`src/rtl/exe_operand_stage_pkg.sv`:
```
// Shared constants for the ID->EXE operand stage: datapath defaults and forwarding-select codes.
package exe_operand_stage_pkg;

    localparam int unsigned DEF_WORD_LEN        = 32;
    localparam int unsigned DEF_REG_ADDRESS_LEN = 4;
    localparam int unsigned DEF_CNT_W           = 16;

    localparam logic [1:0] FW_SEL_REG  = 2'b00;
    localparam logic [1:0] FW_SEL_MEM  = 2'b01;
    localparam logic [1:0] FW_SEL_WB   = 2'b10;
    localparam logic [1:0] FW_SEL_RSVD = 2'b11;

endpackage

```
`src/rtl/exe_operand_stage_if.sv`:
```
// ID-side fields, forwarding inputs and registered EXE-side fields of the operand stage.
interface exe_operand_stage_if #(
    parameter int unsigned WORD_LEN        = 32,
    parameter int unsigned REG_ADDRESS_LEN = 4
);
    logic                       id_valid;
    logic [WORD_LEN-1:0]        id_pc;
    logic [WORD_LEN-1:0]        id_val_rn;
    logic [WORD_LEN-1:0]        id_val_rm;
    logic [11:0]                id_shift_operand;
    logic                       id_imm;
    logic [23:0]                id_signed_imm24;
    logic [3:0]                 id_exe_cmd;
    logic                       id_mem_r_en;
    logic                       id_mem_w_en;
    logic                       id_wb_en;
    logic                       id_s;
    logic                       id_b;
    logic [REG_ADDRESS_LEN-1:0] id_dst;
    logic [REG_ADDRESS_LEN-1:0] id_src1;
    logic [REG_ADDRESS_LEN-1:0] id_src2;
    logic [3:0]                 id_status;
    logic [1:0]                 sel_src1;
    logic [1:0]                 sel_src2;
    logic [WORD_LEN-1:0]        mem_alu_res;
    logic [WORD_LEN-1:0]        wb_value;

    logic                       exe_valid;
    logic [WORD_LEN-1:0]        exe_pc;
    logic [WORD_LEN-1:0]        exe_val_rn;
    logic [WORD_LEN-1:0]        exe_val_rm;
    logic [11:0]                exe_shift_operand;
    logic                       exe_imm;
    logic [23:0]                exe_signed_imm24;
    logic [3:0]                 exe_exe_cmd;
    logic                       exe_mem_r_en;
    logic                       exe_mem_w_en;
    logic                       exe_wb_en;
    logic                       exe_s;
    logic                       exe_b;
    logic [REG_ADDRESS_LEN-1:0] exe_dst;
    logic [REG_ADDRESS_LEN-1:0] exe_src1;
    logic [REG_ADDRESS_LEN-1:0] exe_src2;
    logic [3:0]                 exe_status;
    logic [WORD_LEN-1:0]        exe_op1;
    logic [WORD_LEN-1:0]        exe_store_val;

    modport master (
        output id_valid, id_pc, id_val_rn, id_val_rm, id_shift_operand, id_imm,
               id_signed_imm24, id_exe_cmd, id_mem_r_en, id_mem_w_en, id_wb_en, id_s, id_b,
               id_dst, id_src1, id_src2, id_status, sel_src1, sel_src2, mem_alu_res, wb_value,
        input  exe_valid, exe_pc, exe_val_rn, exe_val_rm, exe_shift_operand, exe_imm,
               exe_signed_imm24, exe_exe_cmd, exe_mem_r_en, exe_mem_w_en, exe_wb_en, exe_s,
               exe_b, exe_dst, exe_src1, exe_src2, exe_status, exe_op1, exe_store_val
    );

    modport slave (
        input  id_valid, id_pc, id_val_rn, id_val_rm, id_shift_operand, id_imm,
               id_signed_imm24, id_exe_cmd, id_mem_r_en, id_mem_w_en, id_wb_en, id_s, id_b,
               id_dst, id_src1, id_src2, id_status, sel_src1, sel_src2, mem_alu_res, wb_value,
        output exe_valid, exe_pc, exe_val_rn, exe_val_rm, exe_shift_operand, exe_imm,
               exe_signed_imm24, exe_exe_cmd, exe_mem_r_en, exe_mem_w_en, exe_wb_en, exe_s,
               exe_b, exe_dst, exe_src1, exe_src2, exe_status, exe_op1, exe_store_val
    );
endinterface

```
`src/rtl/exe_operand_stage_fwd_mux3.sv`:
```
// Three-way forwarding mux: register value, MEM-stage result or WB-stage value.
module exe_operand_stage_fwd_mux3
    import exe_operand_stage_pkg::*;
#(
    parameter int unsigned WORD_LEN = DEF_WORD_LEN
) (
    input  logic [1:0]          sel,
    input  logic [WORD_LEN-1:0] reg_val,
    input  logic [WORD_LEN-1:0] mem_val,
    input  logic [WORD_LEN-1:0] wb_val,
    output logic [WORD_LEN-1:0] y
);

    always_comb begin
        unique case (sel)
            FW_SEL_MEM:              y = mem_val;
            FW_SEL_WB:               y = wb_val;
            FW_SEL_REG, FW_SEL_RSVD: y = reg_val;
            default:                 y = reg_val;
        endcase
    end

endmodule

```
`src/rtl/exe_operand_stage.sv`:
```
// ID->EXE pipeline register with freeze/flush, operand forwarding and stall/flush event counters.
module exe_operand_stage
    import exe_operand_stage_pkg::*;
#(
    parameter int unsigned WORD_LEN        = DEF_WORD_LEN,
    parameter int unsigned REG_ADDRESS_LEN = DEF_REG_ADDRESS_LEN,
    parameter int unsigned CNT_W           = DEF_CNT_W
) (
    input  logic               clk,
    input  logic               rst,
    input  logic               freeze,
    input  logic               flush,
    exe_operand_stage_if.slave bus,
    output logic [CNT_W-1:0]   stall_cnt,
    output logic [CNT_W-1:0]   flush_cnt
);

    typedef struct packed {
        logic                       valid;
        logic [WORD_LEN-1:0]        pc;
        logic [WORD_LEN-1:0]        val_rn;
        logic [WORD_LEN-1:0]        val_rm;
        logic [11:0]                shift_operand;
        logic                       imm;
        logic [23:0]                signed_imm24;
        logic [3:0]                 exe_cmd;
        logic                       mem_r_en;
        logic                       mem_w_en;
        logic                       wb_en;
        logic                       s;
        logic                       b;
        logic [REG_ADDRESS_LEN-1:0] dst;
        logic [REG_ADDRESS_LEN-1:0] src1;
        logic [REG_ADDRESS_LEN-1:0] src2;
        logic [3:0]                 status;
    } stage_t;

    stage_t            stage_d, stage_q;
    logic [CNT_W-1:0]  stall_cnt_q, flush_cnt_q;

    always_comb begin
        stage_d = stage_q;
        if (flush) begin
            stage_d = '0;
        end else if (!freeze) begin
            stage_d.valid         = bus.id_valid;
            stage_d.pc            = bus.id_pc;
            stage_d.val_rn        = bus.id_val_rn;
            stage_d.val_rm        = bus.id_val_rm;
            stage_d.shift_operand = bus.id_shift_operand;
            stage_d.imm           = bus.id_imm;
            stage_d.signed_imm24  = bus.id_signed_imm24;
            stage_d.exe_cmd       = bus.id_exe_cmd;
            stage_d.dst           = bus.id_dst;
            stage_d.src1          = bus.id_src1;
            stage_d.src2          = bus.id_src2;
            stage_d.status        = bus.id_status;
            // An invalid instruction must not cause side effects downstream.
            stage_d.mem_r_en      = bus.id_mem_r_en & bus.id_valid;
            stage_d.mem_w_en      = bus.id_mem_w_en & bus.id_valid;
            stage_d.wb_en         = bus.id_wb_en & bus.id_valid;
            stage_d.s             = bus.id_s & bus.id_valid;
            stage_d.b             = bus.id_b & bus.id_valid;
        end
    end

    always_ff @(posedge clk) begin
        if (!rst) begin
            stage_q     <= '0;
            stall_cnt_q <= '0;
            flush_cnt_q <= '0;
        end else begin
            stage_q <= stage_d;
            if (flush && (flush_cnt_q != '1)) begin
                flush_cnt_q <= flush_cnt_q + 1'b1;
            end
            if (freeze && !flush && (stall_cnt_q != '1)) begin
                stall_cnt_q <= stall_cnt_q + 1'b1;
            end
        end
    end

    assign stall_cnt = stall_cnt_q;
    assign flush_cnt = flush_cnt_q;

    assign bus.exe_valid         = stage_q.valid;
    assign bus.exe_pc            = stage_q.pc;
    assign bus.exe_val_rn        = stage_q.val_rn;
    assign bus.exe_val_rm        = stage_q.val_rm;
    assign bus.exe_shift_operand = stage_q.shift_operand;
    assign bus.exe_imm           = stage_q.imm;
    assign bus.exe_signed_imm24  = stage_q.signed_imm24;
    assign bus.exe_exe_cmd       = stage_q.exe_cmd;
    assign bus.exe_mem_r_en      = stage_q.mem_r_en;
    assign bus.exe_mem_w_en      = stage_q.mem_w_en;
    assign bus.exe_wb_en         = stage_q.wb_en;
    assign bus.exe_s             = stage_q.s;
    assign bus.exe_b             = stage_q.b;
    assign bus.exe_dst           = stage_q.dst;
    assign bus.exe_src1          = stage_q.src1;
    assign bus.exe_src2          = stage_q.src2;
    assign bus.exe_status        = stage_q.status;

    exe_operand_stage_fwd_mux3 #(.WORD_LEN(WORD_LEN)) u_fwd_op1 (
        .sel     (bus.sel_src1),
        .reg_val (stage_q.val_rn),
        .mem_val (bus.mem_alu_res),
        .wb_val  (bus.wb_value),
        .y       (bus.exe_op1)
    );

    exe_operand_stage_fwd_mux3 #(.WORD_LEN(WORD_LEN)) u_fwd_store (
        .sel     (bus.sel_src2),
        .reg_val (stage_q.val_rm),
        .mem_val (bus.mem_alu_res),
        .wb_val  (bus.wb_value),
        .y       (bus.exe_store_val)
    );

endmodule
```
`src/flat_wrapper.sv`:
```
// flat-port wrapper written by rule: the top's interface ports become plain ports
module exe_operand_stage_flat import exe_operand_stage_pkg::*;
#(
    parameter int unsigned WORD_LEN        = DEF_WORD_LEN,
    parameter int unsigned REG_ADDRESS_LEN = DEF_REG_ADDRESS_LEN,
    parameter int unsigned CNT_W           = DEF_CNT_W
)
  (clk, rst, freeze, flush, stall_cnt, flush_cnt, bus_id_valid, bus_id_pc, bus_id_val_rn, bus_id_val_rm, bus_id_shift_operand, bus_id_imm, bus_id_signed_imm24, bus_id_exe_cmd, bus_id_mem_r_en, bus_id_mem_w_en, bus_id_wb_en, bus_id_s, bus_id_b, bus_id_dst, bus_id_src1, bus_id_src2, bus_id_status, bus_sel_src1, bus_sel_src2, bus_mem_alu_res, bus_wb_value, bus_exe_valid, bus_exe_pc, bus_exe_val_rn, bus_exe_val_rm, bus_exe_shift_operand, bus_exe_imm, bus_exe_signed_imm24, bus_exe_exe_cmd, bus_exe_mem_r_en, bus_exe_mem_w_en, bus_exe_wb_en, bus_exe_s, bus_exe_b, bus_exe_dst, bus_exe_src1, bus_exe_src2, bus_exe_status, bus_exe_op1, bus_exe_store_val);
  exe_operand_stage_if #(.WORD_LEN(WORD_LEN), .REG_ADDRESS_LEN(REG_ADDRESS_LEN)) bus_i ();
  input  logic clk;
  input  logic rst;
  input  logic freeze;
  input  logic flush;
  output logic [CNT_W-1:0] stall_cnt;
  output logic [CNT_W-1:0] flush_cnt;
  input wire logic [$bits(bus_i.id_valid)-1:0] bus_id_valid;
  input wire logic [$bits(bus_i.id_pc)-1:0] bus_id_pc;
  input wire logic [$bits(bus_i.id_val_rn)-1:0] bus_id_val_rn;
  input wire logic [$bits(bus_i.id_val_rm)-1:0] bus_id_val_rm;
  input wire logic [$bits(bus_i.id_shift_operand)-1:0] bus_id_shift_operand;
  input wire logic [$bits(bus_i.id_imm)-1:0] bus_id_imm;
  input wire logic [$bits(bus_i.id_signed_imm24)-1:0] bus_id_signed_imm24;
  input wire logic [$bits(bus_i.id_exe_cmd)-1:0] bus_id_exe_cmd;
  input wire logic [$bits(bus_i.id_mem_r_en)-1:0] bus_id_mem_r_en;
  input wire logic [$bits(bus_i.id_mem_w_en)-1:0] bus_id_mem_w_en;
  input wire logic [$bits(bus_i.id_wb_en)-1:0] bus_id_wb_en;
  input wire logic [$bits(bus_i.id_s)-1:0] bus_id_s;
  input wire logic [$bits(bus_i.id_b)-1:0] bus_id_b;
  input wire logic [$bits(bus_i.id_dst)-1:0] bus_id_dst;
  input wire logic [$bits(bus_i.id_src1)-1:0] bus_id_src1;
  input wire logic [$bits(bus_i.id_src2)-1:0] bus_id_src2;
  input wire logic [$bits(bus_i.id_status)-1:0] bus_id_status;
  input wire logic [$bits(bus_i.sel_src1)-1:0] bus_sel_src1;
  input wire logic [$bits(bus_i.sel_src2)-1:0] bus_sel_src2;
  input wire logic [$bits(bus_i.mem_alu_res)-1:0] bus_mem_alu_res;
  input wire logic [$bits(bus_i.wb_value)-1:0] bus_wb_value;
  output wire logic [$bits(bus_i.exe_valid)-1:0] bus_exe_valid;
  output wire logic [$bits(bus_i.exe_pc)-1:0] bus_exe_pc;
  output wire logic [$bits(bus_i.exe_val_rn)-1:0] bus_exe_val_rn;
  output wire logic [$bits(bus_i.exe_val_rm)-1:0] bus_exe_val_rm;
  output wire logic [$bits(bus_i.exe_shift_operand)-1:0] bus_exe_shift_operand;
  output wire logic [$bits(bus_i.exe_imm)-1:0] bus_exe_imm;
  output wire logic [$bits(bus_i.exe_signed_imm24)-1:0] bus_exe_signed_imm24;
  output wire logic [$bits(bus_i.exe_exe_cmd)-1:0] bus_exe_exe_cmd;
  output wire logic [$bits(bus_i.exe_mem_r_en)-1:0] bus_exe_mem_r_en;
  output wire logic [$bits(bus_i.exe_mem_w_en)-1:0] bus_exe_mem_w_en;
  output wire logic [$bits(bus_i.exe_wb_en)-1:0] bus_exe_wb_en;
  output wire logic [$bits(bus_i.exe_s)-1:0] bus_exe_s;
  output wire logic [$bits(bus_i.exe_b)-1:0] bus_exe_b;
  output wire logic [$bits(bus_i.exe_dst)-1:0] bus_exe_dst;
  output wire logic [$bits(bus_i.exe_src1)-1:0] bus_exe_src1;
  output wire logic [$bits(bus_i.exe_src2)-1:0] bus_exe_src2;
  output wire logic [$bits(bus_i.exe_status)-1:0] bus_exe_status;
  output wire logic [$bits(bus_i.exe_op1)-1:0] bus_exe_op1;
  output wire logic [$bits(bus_i.exe_store_val)-1:0] bus_exe_store_val;
  assign bus_i.id_valid = bus_id_valid;
  assign bus_i.id_pc = bus_id_pc;
  assign bus_i.id_val_rn = bus_id_val_rn;
  assign bus_i.id_val_rm = bus_id_val_rm;
  assign bus_i.id_shift_operand = bus_id_shift_operand;
  assign bus_i.id_imm = bus_id_imm;
  assign bus_i.id_signed_imm24 = bus_id_signed_imm24;
  assign bus_i.id_exe_cmd = bus_id_exe_cmd;
  assign bus_i.id_mem_r_en = bus_id_mem_r_en;
  assign bus_i.id_mem_w_en = bus_id_mem_w_en;
  assign bus_i.id_wb_en = bus_id_wb_en;
  assign bus_i.id_s = bus_id_s;
  assign bus_i.id_b = bus_id_b;
  assign bus_i.id_dst = bus_id_dst;
  assign bus_i.id_src1 = bus_id_src1;
  assign bus_i.id_src2 = bus_id_src2;
  assign bus_i.id_status = bus_id_status;
  assign bus_i.sel_src1 = bus_sel_src1;
  assign bus_i.sel_src2 = bus_sel_src2;
  assign bus_i.mem_alu_res = bus_mem_alu_res;
  assign bus_i.wb_value = bus_wb_value;
  assign bus_exe_valid = bus_i.exe_valid;
  assign bus_exe_pc = bus_i.exe_pc;
  assign bus_exe_val_rn = bus_i.exe_val_rn;
  assign bus_exe_val_rm = bus_i.exe_val_rm;
  assign bus_exe_shift_operand = bus_i.exe_shift_operand;
  assign bus_exe_imm = bus_i.exe_imm;
  assign bus_exe_signed_imm24 = bus_i.exe_signed_imm24;
  assign bus_exe_exe_cmd = bus_i.exe_exe_cmd;
  assign bus_exe_mem_r_en = bus_i.exe_mem_r_en;
  assign bus_exe_mem_w_en = bus_i.exe_mem_w_en;
  assign bus_exe_wb_en = bus_i.exe_wb_en;
  assign bus_exe_s = bus_i.exe_s;
  assign bus_exe_b = bus_i.exe_b;
  assign bus_exe_dst = bus_i.exe_dst;
  assign bus_exe_src1 = bus_i.exe_src1;
  assign bus_exe_src2 = bus_i.exe_src2;
  assign bus_exe_status = bus_i.exe_status;
  assign bus_exe_op1 = bus_i.exe_op1;
  assign bus_exe_store_val = bus_i.exe_store_val;
  exe_operand_stage #(.WORD_LEN(WORD_LEN), .REG_ADDRESS_LEN(REG_ADDRESS_LEN), .CNT_W(CNT_W)) u_core (.clk(clk), .rst(rst), .freeze(freeze), .flush(flush), .bus(bus_i), .stall_cnt(stall_cnt), .flush_cnt(flush_cnt));
endmodule
```
`config.mk`:
```
export PLATFORM = sky130hd
export DESIGN_NAME = exe_operand_stage_flat
export DESIGN_NICKNAME = d
export VERILOG_FILES = /design/src/rtl/exe_operand_stage_pkg.sv /design/src/rtl/exe_operand_stage_if.sv /design/src/rtl/exe_operand_stage_fwd_mux3.sv /design/src/rtl/exe_operand_stage.sv /design/src/flat_wrapper.sv
export SDC_FILE = /design/constraint.sdc
export NUM_CORES = 1
export LEC_CHECK = 0
export ABC_AREA = 1
export BUFFER_PORTS_ARGS = -buffer_cell sky130_fd_sc_hd__buf_2
export CORE_AREA = 2 2 187 189
export DETAILED_ROUTE_END_ITERATION = 16
export DIE_AREA = 0 0 189 191
export PLACE_DENSITY = 0.61
export SYNTH_ARGS = -nofsm -noshare
export SYNTH_HDL_FRONTEND = slang
export SYNTH_HIERARCHICAL = 1
export SYNTH_SLANG_ARGS = --single-unit
export TNS_END_PERCENT = 1
```
`constraint.sdc`:
```
create_clock -name clk -period 3.3 [get_ports clk]
set_clock_uncertainty 0.05 [all_clocks]
set_input_delay 0.66 -clock clk [delete_from_list [all_inputs] [get_ports clk]]
set_output_delay 0.66 -clock clk [all_outputs]
set_load 0.05 [all_outputs]
```
After elaboration in Yosys (flattened, before gate mapping)
Cells that the tools add are included.
Storage, ports and cells
  register bits after elaboration: 191
  input port bits: 231
  output and inout port bits: 255
  logic and storage cells: 46
Operators by class
  $add $sub $neg: 2
  equality and inequality tests: 8
  multiplexer cells: 2
  bitwise operators: 6
  reduce and logical (&&, ||, !) cells: 9
Operators with widths (number)
  one-hot mux 32 bit (3 select lines): 2
  adder 16 x 1 -> 16 bit, second input constant: 2
  inequality test 16 bit, second input constant: 2
  equality test 2 bit, second input constant: 4
  OR reduction 2 bit: 3
  AND 1 bit: 5
  equality test 2 x 1 -> 1 bit, second input constant: 2
  zero test 2 bit: 2
  logical AND 1 bit: 3
  zero test 1 bit: 1
  inverter 1 bit: 1

Depth between registers and ports, before layout
  word-level depth: 3
  mapped depth: 9
  gate-level depth less buffers: 9

By module
The synthesis kept the hierarchy.
By module, submodules not included
  exe_operand_stage: instances 1, cells each 993, area an instance 7358.3 µm²
  exe_operand_stage_fwd_mux3: instances 2, cells each 210, area an instance 878.3 µm²

Worst setup path after synthesis
OpenSTA, ideal clock, no wires.
  path kind: input -> output
  from: input bus_sel_src1[0]
  to: output bus_exe_op1[0]
  data arrival time: 1.690 ns
  required time: 2.590 ns
  setup slack: 0.900 ns
  cell stages on the path: 7
  buffers on the path: 1
  cells stage by stage: inv_1 ha_1 buf_6 nand2_1 nand2_1 nand2_1 nand2_1
On the way
  word-level cells in the longest chain between the ends: 3
  elaborated cells between the ends (all ways): 6
RTL lines
  from (decl): line flat_wrapper.sv:33  | input wire logic [$bits(bus_i.sel_src1)-1:0] bus_sel_src1;
  equality test 2 bit / zero test 2 bit (equally long branches): line exe_operand_stage_fwd_mux3.sv:15  | unique case (sel)
  OR reduction 2 bit: line exe_operand_stage_fwd_mux3.sv:15
  one-hot mux 32 bit (3 select lines) (*): line exe_operand_stage_fwd_mux3.sv:15
  to (decl): line flat_wrapper.sv:54  | output wire logic [$bits(bus_i.exe_op1)-1:0] bus_exe_op1;
Every way passes the cells marked *; elsewhere a longest branch is shown, timed or not.

Worst setup path in the final report
  from: input bus_sel_src1[0]
  to: output bus_exe_op1[12]
Same word-level chain as after synthesis.

==> impl_metrics.tcl <==
set metrics [dict create \
    cpMaxStageDelayCell "buf_4" \
    ant_nets 0 \
    cp_common_cell "nand2_1" \
    synth-async-reset-ratio_pct 0 \
    postCtsHoldBufs 0 \
    stdcell_count 2322 \
    p_per_area_mw_per_mm2 460.5 \
    track_usage_pct 19.64 \
    syn_inst 1413 \
    p_leak_nw 6.398 \
    rsz0062_at_grt "no" \
    ys_seq_elements 191 \
    worst_pin_slew_ns 0.7234 \
    cts.sinks 191 \
    crit_path_start_kind "input port" \
    pin_count 486 \
    synth_edf_count 0 \
    globalRouteMet1Util_pct 22.83 \
    dieHeight_um 191 \
    grt_first_pass_wirelength_um 55570 \
    vias 10670 \
    syn_nets 1650 \
    grt_pass1_vias 10210 \
    yosysMostFrequentCell "nand2_1" \
    r2r_slack_ns 1.64 \
    drt_first_iter_violations 621 \
    cp_num_buf_inv 4 \
    setup_violations 0 \
    area_delta_synth_final_pct 35.47 \
    yosys.area.top_type "dfxtp_1" \
    dp_hpwl_um 27290 \
    fmax_ghz 0.3560 \
    period_needed_ns 2.809 \
    clk_pin_slew_ns 0.08 \
    cp.arrival_ns 2.10 \
    crit_family "buffers and inverters" \
    status "completed" \
    synth_common_cells "781 x nand2_1, 191 x dfxtp_1, 180 x a21oi_1, 71 x nor2_1, 36 x buf_2" \
    worst-setup-path-type "in2out" \
    cap_violations 0 \
    crit_path_cell_trace "buf_2 > inv_1 > ha_1 > buf_4 > nand2_1 > nand2_1 > nand2_1 > nand2_1 > buf_2" \
    timing.final.hold_violations 0 \
    grt-busiest-layer "met2" \
    cts-root-buf "clkbuf_16" \
    finalCritPeriodShare_pct 85.13 \
    dieArea_mm2 0.03610 \
    clock_path_buffers 2 \
    port_buffers 485 \
    hold_class "in2reg" \
    cts_tree "done" \
    grt_max_degree 105 \
    wl_um 36680 \
    yosysSeqAreaShare_pct 41.95 \
    post_drt_wl_per_cell_um 15.80 \
    ir_drop_v 0.0003413 \
    ys_top_cells_by_area "dfxtp_1 42%, nand2_1 32%, a21oi_1 9.9%" \
    dp_cells 2284 \
    initial_utilization_pct 26.72 \
    drcViolationCount 0 \
    dr.pass1.iters 7 \
    gp_congestion 0.9013 \
    nets 2085 \
    routed_via_density 4.595 \
    max_stage_delay_ns 0.39 \
    slew_headroom_pct 51.70 \
    cp_max_fo 32 \
    antenna_found_initial 11 \
    required_ns 2.59 \
    syn_avg_cell_area_um2 6.451 \
    whs_ns 0.3943 \
    use_met3_pct 5.232 \
    synth.cell_area_mm2 0.009115 \
    grt_overflow 0 \
    post_cts_resized 0 \
    setup-tns-final_ns 0 \
    finalMaxSlewViolations 0 \
    clkLatencyLatePin_ns 0.45 \
    coreArea_mm2 0.03412 \
    ys_warn_count 6 \
    drive_gt1_share_pct 30.36 \
    dieWidth_um 189 \
    grt_use_met2_pct 32.74 \
    synth_top_cell_area_share_pct 41.95 \
    cts_buffers 17 \
    synthFlopType "dfxtp_1" \
    synth_cell_types 30 \
    num_rows 68 \
    worstSetupEndpointType "output pin" \
    power_mw 5.686 \
    htree_levels 4 \
    post_cts_buffers 0 \
]
## sequential cells by signal, summed over array words and instances (netlist names)
register                      cells
u_core/bus.exe_pc                32
u_core/bus.exe_val_rm            32
u_core/bus.exe_val_rn            32
u_core/bus.exe_signed_imm24      24
u_core/flush_cnt                 16
u_core/stall_cnt                 16
u_core/bus.exe_shift_operand     12
u_core/bus.exe_dst                4
u_core/bus.exe_exe_cmd            4
u_core/bus.exe_src1               4
u_core/bus.exe_src2               4
u_core/bus.exe_status             4
u_core/bus.exe_b                  1
u_core/bus.exe_imm                1
u_core/bus.exe_mem_r_en           1
u_core/bus.exe_mem_w_en           1
u_core/bus.exe_s                  1
u_core/bus.exe_valid              1
u_core/bus.exe_wb_en              1
## metal layers
| layer | share of wire (%) | vias up |
|---|---|---|
| met5 | 0.074 | - |
| met3 | 8.9 | 59 |
| li1 | - | 5275 |
| met1 | 40 | 4819 |
| met4 | 3.7 | 4 |
| met2 | 47 | 513 |
## report_power, final
part	switching, mW	total [mW]	internal (mW)
Combinational	0.872	1.17	0.301
Sequential	0.0483	2.42	2.37
Clock	1.03	2.10	1.07
## per-stage QoR
stage	setup slack [ns]	area (µm²)	utilization (%)
final	0.4908	12350	36.19
after global routing	0.3857	12350	36.19
after CTS	0.4697	12330	36.15
after detailed placement	0.4759	11760	34.47
after global placement	0.4897	11760	34.47
after floorplan	0.8995	9115	-
## logic make-up (layout without fill, tap and decap cells)
logic type                 count (synthesis)  count (layout)  share of synthesized area (%)
buffers and inverters                    117             565                          7.303
DFF                                      191             191                          41.95
other                                      0               6                              0
AOI/OAI and AO/OA                        184             184                          10.17
and+or+nand+nor                          915             915                          39.75
adders and majority gates                  6               6                         0.8236
## final timing paths
check / from / end / cells after the start
worst min-delay path: bus_id_dst[2] / u_core/bus.exe_dst[2]$_SDFFE_PP0N_ / 3
worst max-delay path: bus_sel_src1[0] / bus_exe_op1[12] / 9
worst min register to register: u_core/bus.exe_shift_operand[3]$_SDFFE_PP0N_ / u_core/bus.exe_shift_operand[3]$_SDFFE_PP0N_ / 2
worst max register to register: u_core/stall_cnt[0]$_SDFFE_PN0P_ / u_core/stall_cnt[15]$_SDFFE_PN0P_ / 6
## tightest hold or removal path: stages
cell and delay (ns):
buf_2 0.09, nand2_1 0.05, a21oi_1 0.05
## final cells by class
class                      instances  area (µm²)
multi-input combinational       1105        4633
fill                            3811       21770
clock buffer                      18       429.2
sequential                       191        3824
tap                              455       569.3
clock inverter                    14       145.1
timing repair buffer             499        2601
inverter                          34       131.4
antenna                            6       15.01
## placed cells by master (no fill, tap or decap), types with 4 or more instances in the layout
cell	Yosys	layout
nand2_1	781	780
ha_1	6	6
inv_2	6	5
inv_8	0	4
buf_2	36	484
buf_12	1	5
dfxtp_1	191	191
inv_1	27	27
nor2_1	71	71
diode_2	0	6
nand2_2	5	5
nand3_1	27	27
a21oi_1	180	180
nand3_2	9	9
nand3b_1	4	4
nor2_2	7	7
clkbuf_16	0	17
buf_4	1	9
Note: power is estimated with default switching activity, not from simulation.
